===== src/rtl/seq_decoder.sv =====
// Decodes 3-bit codes into one-hot pulses of HOLD cycles separated by GAP idle cycles,
// buffering up to two accepted codes in a small FIFO.
module seq_decoder #(
  parameter int unsigned HOLD = 4,
  parameter int unsigned GAP  = 1
) (
  input  logic       clk,
  input  logic       rst,
  input  logic [2:0] i,
  input  logic       i_valid,
  output logic       i_ready,
  output logic [7:0] o,
  output logic       o_valid,
  output logic       busy,
  output logic [1:0] dbg_state
);

  // Handshake: a code transfers on a rising edge where i_valid and i_ready are both high;
  // i_ready depends only on registered state (and rst), so there is no pop-to-push bypass.

  typedef enum logic [1:0] {
    S_IDLE  = 2'd0,
    S_DRIVE = 2'd1,
    S_GAP   = 2'd2
  } state_t;

  localparam logic [7:0] HOLD_M1 = 8'(HOLD - 1);
  localparam logic [7:0] GAP_M1  = 8'(GAP - 1);

  state_t     state_q, state_d;
  logic [2:0] fifo_q [2];
  logic       wr_ptr_q, rd_ptr_q;
  logic [1:0] count_q;
  logic [7:0] hold_q, hold_d;
  logic [7:0] gap_q, gap_d;
  logic [7:0] o_q, o_d;
  logic       o_valid_q, o_valid_d;
  logic       push, pop;
  logic [2:0] head;

  assign i_ready   = (count_q < 2'd2) && !rst;
  assign push      = i_valid && i_ready;
  assign head      = fifo_q[rd_ptr_q];
  assign o         = o_q;
  assign o_valid   = o_valid_q;
  assign busy      = !rst && ((state_q != S_IDLE) || (count_q != 2'd0));
  assign dbg_state = state_q;

  always_comb begin
    state_d   = state_q;
    hold_d    = hold_q;
    gap_d     = gap_q;
    o_d       = o_q;
    o_valid_d = o_valid_q;
    pop       = 1'b0;
    case (state_q)
      S_IDLE: begin
        if (count_q != 2'd0) pop = 1'b1;
      end
      S_DRIVE: begin
        if (hold_q == 8'd0) begin
          o_d       = 8'd0;
          o_valid_d = 1'b0;
          gap_d     = GAP_M1;
          state_d   = S_GAP;
        end else begin
          hold_d = hold_q - 8'd1;
        end
      end
      S_GAP: begin
        if (gap_q == 8'd0) begin
          if (count_q != 2'd0) pop = 1'b1;
          else state_d = S_IDLE;
        end else begin
          gap_d = gap_q - 8'd1;
        end
      end
      default: state_d = S_IDLE;
    endcase
    // Starting a pulse is the same action from IDLE and from the end of a gap.
    if (pop) begin
      o_d       = 8'd1 << head;
      o_valid_d = 1'b1;
      hold_d    = HOLD_M1;
      state_d   = S_DRIVE;
    end
  end

  always_ff @(posedge clk) begin
    if (rst) begin
      state_q   <= S_IDLE;
      fifo_q[0] <= 3'd0;
      fifo_q[1] <= 3'd0;
      wr_ptr_q  <= 1'b0;
      rd_ptr_q  <= 1'b0;
      count_q   <= 2'd0;
      hold_q    <= 8'd0;
      gap_q     <= 8'd0;
      o_q       <= 8'd0;
      o_valid_q <= 1'b0;
    end else begin
      state_q   <= state_d;
      hold_q    <= hold_d;
      gap_q     <= gap_d;
      o_q       <= o_d;
      o_valid_q <= o_valid_d;
      if (push) begin
        fifo_q[wr_ptr_q] <= i;
        wr_ptr_q         <= ~wr_ptr_q;
      end
      if (pop) rd_ptr_q <= ~rd_ptr_q;
      case ({push, pop})
        2'b10:   count_q <= count_q + 2'd1;
        2'b01:   count_q <= count_q - 2'd1;
        default: count_q <= count_q;
      endcase
    end
  end

endmodule

===== config.mk =====
export PLATFORM = sky130hd
export DESIGN_NAME = seq_decoder
export DESIGN_NICKNAME = d
export VERILOG_FILES = /design/src/rtl/seq_decoder.sv
export SDC_FILE = /design/constraint.sdc
export NUM_CORES = 1
export LEC_CHECK = 0
export ABC_AREA = 0
export BUFFER_PORTS_ARGS = -buffer_cell sky130_fd_sc_hd__buf_2
export CAP_MARGIN = 10
export CORE_MARGIN = 2
export CORE_UTILIZATION = 32
export CTS_CLUSTER_SIZE = 16
export DETAILED_ROUTE_END_ITERATION = 16
export SYNTH_ARGS = -nofsm -noshare
export SYNTH_HDL_FRONTEND = slang
export SYNTH_SLANG_ARGS = --single-unit

===== constraint.sdc =====
create_clock -name clk -period 3.2 [get_ports clk]
set_clock_uncertainty 0.05 [all_clocks]
set_input_delay 0 -clock clk [delete_from_list [all_inputs] [get_ports clk]]
set_output_delay 0 -clock clk [all_outputs]
set_load 0.03 [all_outputs]

==> flow_summary.ini, run 1 <==
[route]
top_layer_used = met4
route.final.wire_length_mm = 3.921
ant_nets = 0
first_pass_iters = 4
met3_length_um = 104
viasPerCell = 5.106
drc = 0
routedWlPerCell_um = 12.94
wl_met2_mm = 1.670
num_vias = 1547
drt_iter0_drc = 89
wl_met1_mm = 2.104

[placement]
hpwl_mm = 2.744
gp_congestion = 0.7742
dpl.cell_count = 293
io_buffers = 18

[critical_path]
startpoint = gap_q[0]
rr_worst_depth = 9
critPathCapture = count_q[1]
cp.arrival_ns = 2.83
timing.rr.end = count_q[1]
critPathKind = flop to flop
cp-end-kind = flop
r2r_slack_ns = 0.53
r2r-start = gap_q[0]
crit_path_max_fanout = 10
cp-start-kind = flop
crit_required_ns = 3.36

[sta]
setup_viol = 0
fin_crit_sh_pct = 83.37
hold_slack_ns = 0.09900
max_freq_ghz = 0.3749
rsz0062_at_grt = false
hold_violations = 0
period_needed_ns = 2.668
timing_worst_slew_pin_value_ns = 0.5719
fin_setup_tns_ns = 0
relSlewSlack_pct = 60.89
drv_slew = 0

[clock_tree]
cts_resized = 0
clkSlewWorstSetupHoldPaths_ns = 0.08
htree_levels = 2
numCtsBuffers = 5
clock-sinks = 38
cts_tree = done
clockBufferDepth = 2
clk_latency_ns = 0.29
root_buffer = clkbuf_8

[pwr]
pwr_density_cell_nw_per_um2 = 904.1
power_w = 0.001963
p_leak_nw = 0.8165
irDropWorstVdd_v = 0.0003399

[floorplanning]
die_h_um = 81.42
start_util_pct = 32.78
coreArea_um2 = 5851
die_area_um2 = 6629
row_count = 28
die_x_um = 81.42
pin_count = 19

[synthesis]
synth_seq_cells = 38
synth_top_area_cell = dfxtp_1
ys_warn_count = 0
synth_top_cell_area_share_pct = 33.40
synth-async-reset-ratio_pct = 0
synth-main-ff-cell = dfxtp_1
synth-edff-count = 6
synth_cells = 209
synth_cell_type_count = 45
syn_area_per_cell_um2 = 9.177
synth_nets = 220
synth_area_leaders = dfxtp_1 33%, edfxtp_1 9.4%, a21oi_1 4.7%, nor3_1 4.4%, o211ai_1 3.9%
ys_seq_area_share_pct = 42.79
synth_area_um2 = 1918

[final_layout]
nets = 239
post_layout_nonfiller_instances = 303
multi_input_area_um2 = 1018
final-seq-area_um2 = 820.8
final_layout_size_suffix_gt1_share_pct = 16.67
n_antenna_cell = 0
syn2layout_area_growth_pct = 13.18
n_fill_cell = 610

[global_route]
grt-ovfl-total = 0
grt_pass1_wl_mm = 6.658
grt_pass1_vias = 1435
antenna_found_initial = 0
grtUsageTotal_pct = 13.05
grt_max_degree = 30

[hold_path]
hp-class = input pin to flop
holdPathStages = 4

[job]
max_cap_violations = 0

[run_status]
status = finished, final reports clean
through the flow:
stage | utilization [%] | worst slack [ns] | instance area (um2)
2_1_floorplan | - | 0.8034 | 1918
3_3_place_gp | 35.29 | 0.6052 | 2064
3_5_place_dp | 35.29 | 0.5681 | 2064
4_1_cts | 37.10 | 0.5279 | 2171
5_1_grt | 37.10 | 0.3088 | 2171
6_report | 37.10 | 0.5323 | 2171
worst max-delay path, stage by stage, from the launching register on:
cell	delay, ns
dfxtp_1	0.34
inv_1	0.10
ha_1	0.15
or3b_2	0.48
o21ai_2	0.33
nand2_1	0.16
inv_2	0.21
ha_1	0.29
or3_1	0.35
a21oi_1	0.13
flip-flops by register name, summed over array words and instances, names as in the netlist, named ones only:
name and flops:
wr_ptr_q 1, o_valid 1, o 8, gap_q 8
hold_q 8, fifo_q 6, dbg_state 2, count_q 2
rd_ptr_q 1
cell families (layout without fill, tap and decap cells):
kind of cell             count (synthesis)  in the layout  synth area share [%]
adder cells (fa/ha/maj)                  5              5                 3.262
multiplexers                             9              9                 4.892
AND/OR/NAND/NOR                         77             77                 21.72
XOR/XNOR                                10             10                 4.567
buffers and inverters                   18             37                 4.109
AO/OA/AOI/OAI                           52             52                 18.66
flip-flops                              38             38                 42.79
cells in the final DEF, fill, tap and decap left out, types with 2 or more instances in the layout:
master and n:
mux2i_1 6, inv_1 6, ha_1 5, xnor2_1 2, clkbuf_8 5, a2111o_1 4
o2111ai_1 6, xor2_1 8, or3_1 2, edfxtp_1 6, or3b_2 2, buf_2 18
and2_1 6, nor2_1 11, nand2b_1 4, buf_4 2, nand3_1 12, o21a_1 3
clkbuf_1 2, mux2_2 3, dlygate4sd3_1 3, or2_2 2, dfxtp_1 32, nand2_1 10
o211ai_1 10, nor2b_1 2, nor3_1 17, o21ai_0 4, a21oi_1 18
power breakdown:
group | internal, W | switching, W
Sequential | 0.000604 | 0.000118
Clock | 0.000150 | 0.000160
Combinational | 0.000354 | 0.000577
Total | 0.00111 | 0.000855
cell usage after synthesis (2+ instances only):
cell	instances
and2_1	6
ha_1	5
xor2_1	8
clkbuf_1	8
o21ai_0	4
a2111o_1	4
o2111ai_1	6
or3b_2	2
o211ai_1	10
xnor2_1	2
edfxtp_1	6
mux2i_1	6
nand2_1	10
inv_1	6
nor3_1	17
nand3_1	12
o21a_1	3
nand2b_1	4
nor2_1	11
mux2_2	3
dfxtp_1	32
a21oi_1	18
or2_2	2
or3_1	2
nor2b_1	2
metal layers:
metal / track usage [%] / up-vias
met5: 0 / -
met4: 4.576 / 0
met3: 3.297 / 5
met2: 20.00 / 21
met1: 17.76 / 708
li1: - / 813
timing repair:
action                     in CTS  in global routing
hold endpoints to repair        6                  0
buffers inserted                0                  0
setup endpoints to repair       0                  0
hold buffers                    3                  0
worst min-delay path by stage:
stage | start | to
floorplan | i[0] | fifo_q[0][0]
global placement | i[1] | fifo_q[1][1]
detailed placement | i[0] | fifo_q[0][0]
CTS | i_valid | wr_ptr_q
global route | i_valid | wr_ptr_q
finish | i_valid | wr_ptr_q
layout make-up:
cell class,count,share of cell area [%]
multi-input cells,153,46.92
well taps,75,4.323
flip-flops and latches,38,37.81
clock buffers,7,3.516
repair buffers,23,6.225
inverters,7,1.210
(Power assumes the default switching activity.)
==> inputs of run 2 (changes only) <==
==> constraint.sdc (replaced) <==
create_clock -name clk -period 2.8 [get_ports clk]
set_clock_uncertainty 0.05 [all_clocks]
set_input_delay 0 -clock clk [delete_from_list [all_inputs] [get_ports clk]]
set_output_delay 0 -clock clk [all_outputs]
set_load 0.03 [all_outputs]
==> flow_summary.ini, run 2 (synthesis results as in run 1) <==
[route]
first_pass_iters = 4
ant_nets = 0
num_vias = 1584
drc = 0
routedWlPerCell_um = 13.03
route.final.wire_length_mm = 3.988
drt_iter0_drc = 70
viasPerCell = 5.176

[placement]
gp_congestion = 0.8104
dpl.cell_count = 295
dpl-instance-area_um2 = 2079
io_buffers = 18
hpwl_mm = 2.731
place_ws_ns = 0.4094

[sta]
timing.final.ws_setup_ns = 0.3625
fin_crit_sh_pct = 87.05
rsz0062_at_grt = false
hold_violations = 0
drv_slew = 0
relSlewSlack_pct = 53.65
max_freq_ghz = 0.4103
hold_slack_ns = 0.09612
period_needed_ns = 2.438
fin_setup_tns_ns = 0
timing_worst_slew_pin_value_ns = 0.6893
setup_viol = 0

[global_route]
grt_max_degree = 30
grtUsageTotal_pct = 12.83
grt_pass1_vias = 1432
grt_pass1_wl_mm = 6.699
antenna_found_initial = 0
grt-ovfl-total = 0

[run_status]
status = finished, final reports clean

[clock_tree]
htree_levels = 2
postCtsSetupBuffers = 0
hold_buffers = 3
root_buffer = clkbuf_8
clk_latency_ns = 0.29
numCtsBuffers = 5
cts_resized = 0
clkSlewWorstSetupHoldPaths_ns = 0.08
clock-sinks = 38
clockBufferDepth = 2
cts_tree = done

[critical_path]
cp.arrival_ns = 2.60
slowest_stage = or3b_2
cpMostUsedCell = ha_1
cp-end-kind = flop
max_stage_delay_ns = 0.48
cp_top_family = simple AND/OR/NAND/NOR gates
cp-start-kind = flop
cp_cell_sequence = inv_1 -> ha_1 -> or3b_2 -> o21ai_2 -> nand2_1 -> inv_2 -> ha_1 -> or3_1 -> a21oi_1
r2r-start = gap_q[0]
crit_required_ns = 2.96
startpoint = gap_q[0]
critPathKind = flop to flop
cp_num_buf_inv = 2
crit_path_max_fanout = 10

[floorplanning]
pin_count = 19
row_count = 28
coreArea_um2 = 5851
die_h_um = 81.42
die_area_um2 = 6629
start_util_pct = 32.78
die_x_um = 81.42

[pwr]
p_leak_nw = 0.8357
pwr_density_cell_nw_per_um2 = 1044
irDropWorstVdd_v = 0.0004147

[final_layout]
finalInstanceArea_um2 = 2201
syn2layout_area_growth_pct = 14.74
final_common_cell = dfxtp_1
nets = 241
mostFrequentLayoutCells = 32 x dfxtp_1, 18 x a21oi_1, 18 x buf_2
post_layout_nonfiller_instances = 306
n_antenna_cell = 0
final_layout_size_suffix_gt1_share_pct = 18.18

[hold_path]
hp-class = input pin to flop
min_from = i_valid

[job]
max_cap_violations = 0
==> run 2: cell types whose count changed in the layout (fill, tap and decap cells not counted), sizes merged <==
cell | before | now
buf | 20 | 22
clkinv | 0 | 1
==> run 2: worst reg2reg max path, stage by stage, from the launching register on <==
cell and delay (ns):
dfxtp_1 0.34, inv_1 0.11, ha_1 0.14, or3b_2 0.48, o21ai_2 0.15, nand2_1 0.12
inv_2 0.18, ha_1 0.29, or3_1 0.36, a21oi_1 0.14
==> run 2: path summary, 6_finish.rpt <==
kind | end | slack (ns) | cells after the start
worst max-delay path | count_q[1] | 0.36 | 9
worst min-delay path | wr_ptr_q | 0.1 | 4
worst max register to register | count_q[1] | 0.36 | 9
worst min register to register | o_valid | 0.43 | 2
==> run 2: power breakdown <==
| part | internal, W | leakage (nW) | switching (W) |
|---|---|---|---|
| clock | 0.000199 | 0.0482 | 0.000189 |
| sequential | 0.000690 | 0.323 | 0.000136 |
| combinational | 0.000422 | 0.464 | 0.000661 |
==> run 2: cell type report <==
type	instances	area (um2)
Sequential cell	38	820.8
Tap cell	75	93.84
Clock buffer	7	86.33
Fill cell	587	3650
Multi-Input combinational cell	153	1018
Clock inverter	1	5.005
Inverter	7	26.28
Timing Repair Buffer	25	150.1
==> run 2: per-layer routing <==
layer / routed length [um] / global-route usage [%] / up-vias
met2: 1636 / 19.26 / 26
met4: 38 / 3.559 / 0
met1: 2175 / 18.10 / 736
met3: 138 / 3.407 / 4
met5: 0 / 0 / -
li1: - / - / 818
==> run 2: per-stage QoR <==
stage / utilization [%] / total power [W]
after detailed placement: 35.54 / 0.001907
final: 37.62 / 0.002298
after floorplan: - / 0.001674
after global placement: 35.54 / 0.001897
after global routing: 37.62 / 0.002487
after CTS: 37.62 / 0.002312
==> inputs of run 3 (changes only) <==
--- a/config.mk
+++ b/config.mk
@@ -8,10 +8,13 @@
 export ABC_AREA = 0
 export BUFFER_PORTS_ARGS = -buffer_cell sky130_fd_sc_hd__buf_2
 export CAP_MARGIN = 10
+export CELL_PAD_IN_SITES_DETAIL_PLACEMENT = 0
+export CELL_PAD_IN_SITES_GLOBAL_PLACEMENT = 2
 export CORE_MARGIN = 2
 export CORE_UTILIZATION = 32
 export CTS_CLUSTER_SIZE = 16
 export DETAILED_ROUTE_END_ITERATION = 16
+export PLACE_DENSITY_LB_ADDON = 0.1
 export SYNTH_ARGS = -nofsm -noshare
 export SYNTH_HDL_FRONTEND = slang
 export SYNTH_SLANG_ARGS = --single-unit
==> flow_summary.ini, run 3 (synthesis results as in run 1) <==
[pwr]
p_leak_nw = 0.8344
irDropWorstVdd_v = 0.0003989
pwr_density_cell_nw_per_um2 = 1039

[clock_tree]
clkSlewWorstSetupHoldPaths_ns = 0.08
htree_levels = 2
clockBufferDepth = 2
cts_resized = 0
cts_tree = done
clk_latency_ns = 0.28
numCtsBuffers = 5
clock-sinks = 38
root_buffer = clkbuf_8

[floorplanning]
row_count = 28
die_area_um2 = 6629
die_x_um = 81.42
coreArea_um2 = 5851
die_h_um = 81.42
pin_count = 19
start_util_pct = 32.78

[final_layout]
syn2layout_area_growth_pct = 14.81
final_common_cell = dfxtp_1
post_layout_nonfiller_instances = 307
mostFrequentLayoutCells = 32 x dfxtp_1, 18 x a21oi_1, 18 x buf_2
nets = 242
n_antenna_cell = 0
final_layout_size_suffix_gt1_share_pct = 18.53

[route]
drt_iter0_drc = 80
routedWlPerCell_um = 13.80
route.final.wire_length_mm = 4.237
ant_nets = 0
drc = 0
num_vias = 1595
first_pass_iters = 4
viasPerCell = 5.195

[global_route]
grtUsageTotal_pct = 14.51
grt_pass1_vias = 1588
antenna_found_initial = 0
grt_max_degree = 30
grt_pass1_wl_mm = 7.348
grt-ovfl-total = 0

[sta]
timing_worst_slew_pin_value_ns = 0.6641
drv_slew = 0
max_freq_ghz = 0.4160
fin_setup_tns_ns = 0
hold_slack_ns = 0.09285
fin_crit_sh_pct = 85.85
period_needed_ns = 2.404
rsz0062_at_grt = false
hold_violations = 0
setup_viol = 0
relSlewSlack_pct = 55.35

[job]
max_cap_violations = 0

[critical_path]
cp-start-kind = flop
max_stage_delay_ns = 0.49
rr_worst_depth = 9
critPathKind = flop to flop
slowest_stage = or3b_2
cp-end-kind = flop
cpMostUsedCell = ha_1
crit_required_ns = 2.97
cp_cell_sequence = inv_1 -> ha_1 -> or3b_2 -> o21ai_2 -> nand2_1 -> inv_2 -> ha_1 -> or3_1 -> a21oi_1
cp_num_buf_inv = 2
cp_top_family = simple AND/OR/NAND/NOR gates
path_depth = 9
cp.arrival_ns = 2.57
crit_path_max_fanout = 10

[placement]
hpwl_mm = 3.135
dpl.cell_count = 296
gp_congestion = 0.7989
io_buffers = 18

[hold_path]
hp-class = input pin to flop
holdPathStages = 4

[run_status]
status = finished, final reports clean
==> run 3: changes by cell type in the layout (fill, tap and decap cells not counted) <==
cell | previous run | this run
clkinvlp_4 | 0 | 1
clkbuf_1 | 1 | 0
clkbuf_8 | 6 | 5
buf_4 | 4 | 5
clkinv_1 | 0 | 1
==> run 3: path summary, 6_finish.rpt <==
| path | start | endpoint | slack [ns] |
|---|---|---|---|
| max | gap_q[0] | count_q[1] | 0.40 |
| min | i_valid | wr_ptr_q | 0.09 |
| max reg2reg | gap_q[0] | count_q[1] | 0.40 |
| min reg2reg | o_valid | o_valid | 0.41 |
==> run 3: what timing repair did <==
| item | 4_1_cts | 5_1_grt |
|---|---|---|
| hold endpoints to repair | 6 | 0 |
| hold buffers | 3 | 0 |
| setup buffers | 0 | 0 |
==> run 3: layer usage <==
metal	wire [um]	GRT usage, %	vias to the layer above
met1	2114	19.66	757
met2	1931	22.54	23
li1	-	-	813
met5	0	0	-
met4	28	4.068	0
met3	162	4.176	2
==> run 3: final cells by class <==
| cell class | count | area [um2] |
|---|---|---|
| Clock inverter | 3 | 16.27 |
| Tap cell | 75 | 93.84 |
| Inverter | 7 | 26.28 |
| Fill cell | 605 | 3649 |
| Timing Repair Buffer | 26 | 157.7 |
| Clock buffer | 5 | 68.82 |
| Multi-Input combinational cell | 153 | 1018 |
| Sequential cell | 38 | 820.8 |
==> run 3: worst register-to-register path: cells and delay by family (launching register included) <==
kind,cells,cell delay (ns)
AOI/OAI and AO/OA,2,0.29
DFF,1,0.33
and+or+nand+nor,3,0.97
adders and majority gates,2,0.43
buffers and inverters,2,0.27
==> run 3: power breakdown <==
part | internal (W) | switching, W
logic | 0.000432 | 0.000670
clock network | 0.000170 | 0.000192
registers | 0.000690 | 0.000134
total | 0.00129 | 0.000995
==> run 3: through the flow <==
stage	setup slack (ns)	utilization, %	cell area [um2]	total power [W]
final	0.3962	37.64	2202	0.002288
after global routing	0.2925	37.64	2202	0.002496
after CTS	0.3983	37.64	2202	0.002320
after detailed placement	0.4223	35.67	2087	0.001945
after global placement	0.4784	35.67	2087	0.001920
after floorplan	0.4034	-	1918	0.001674
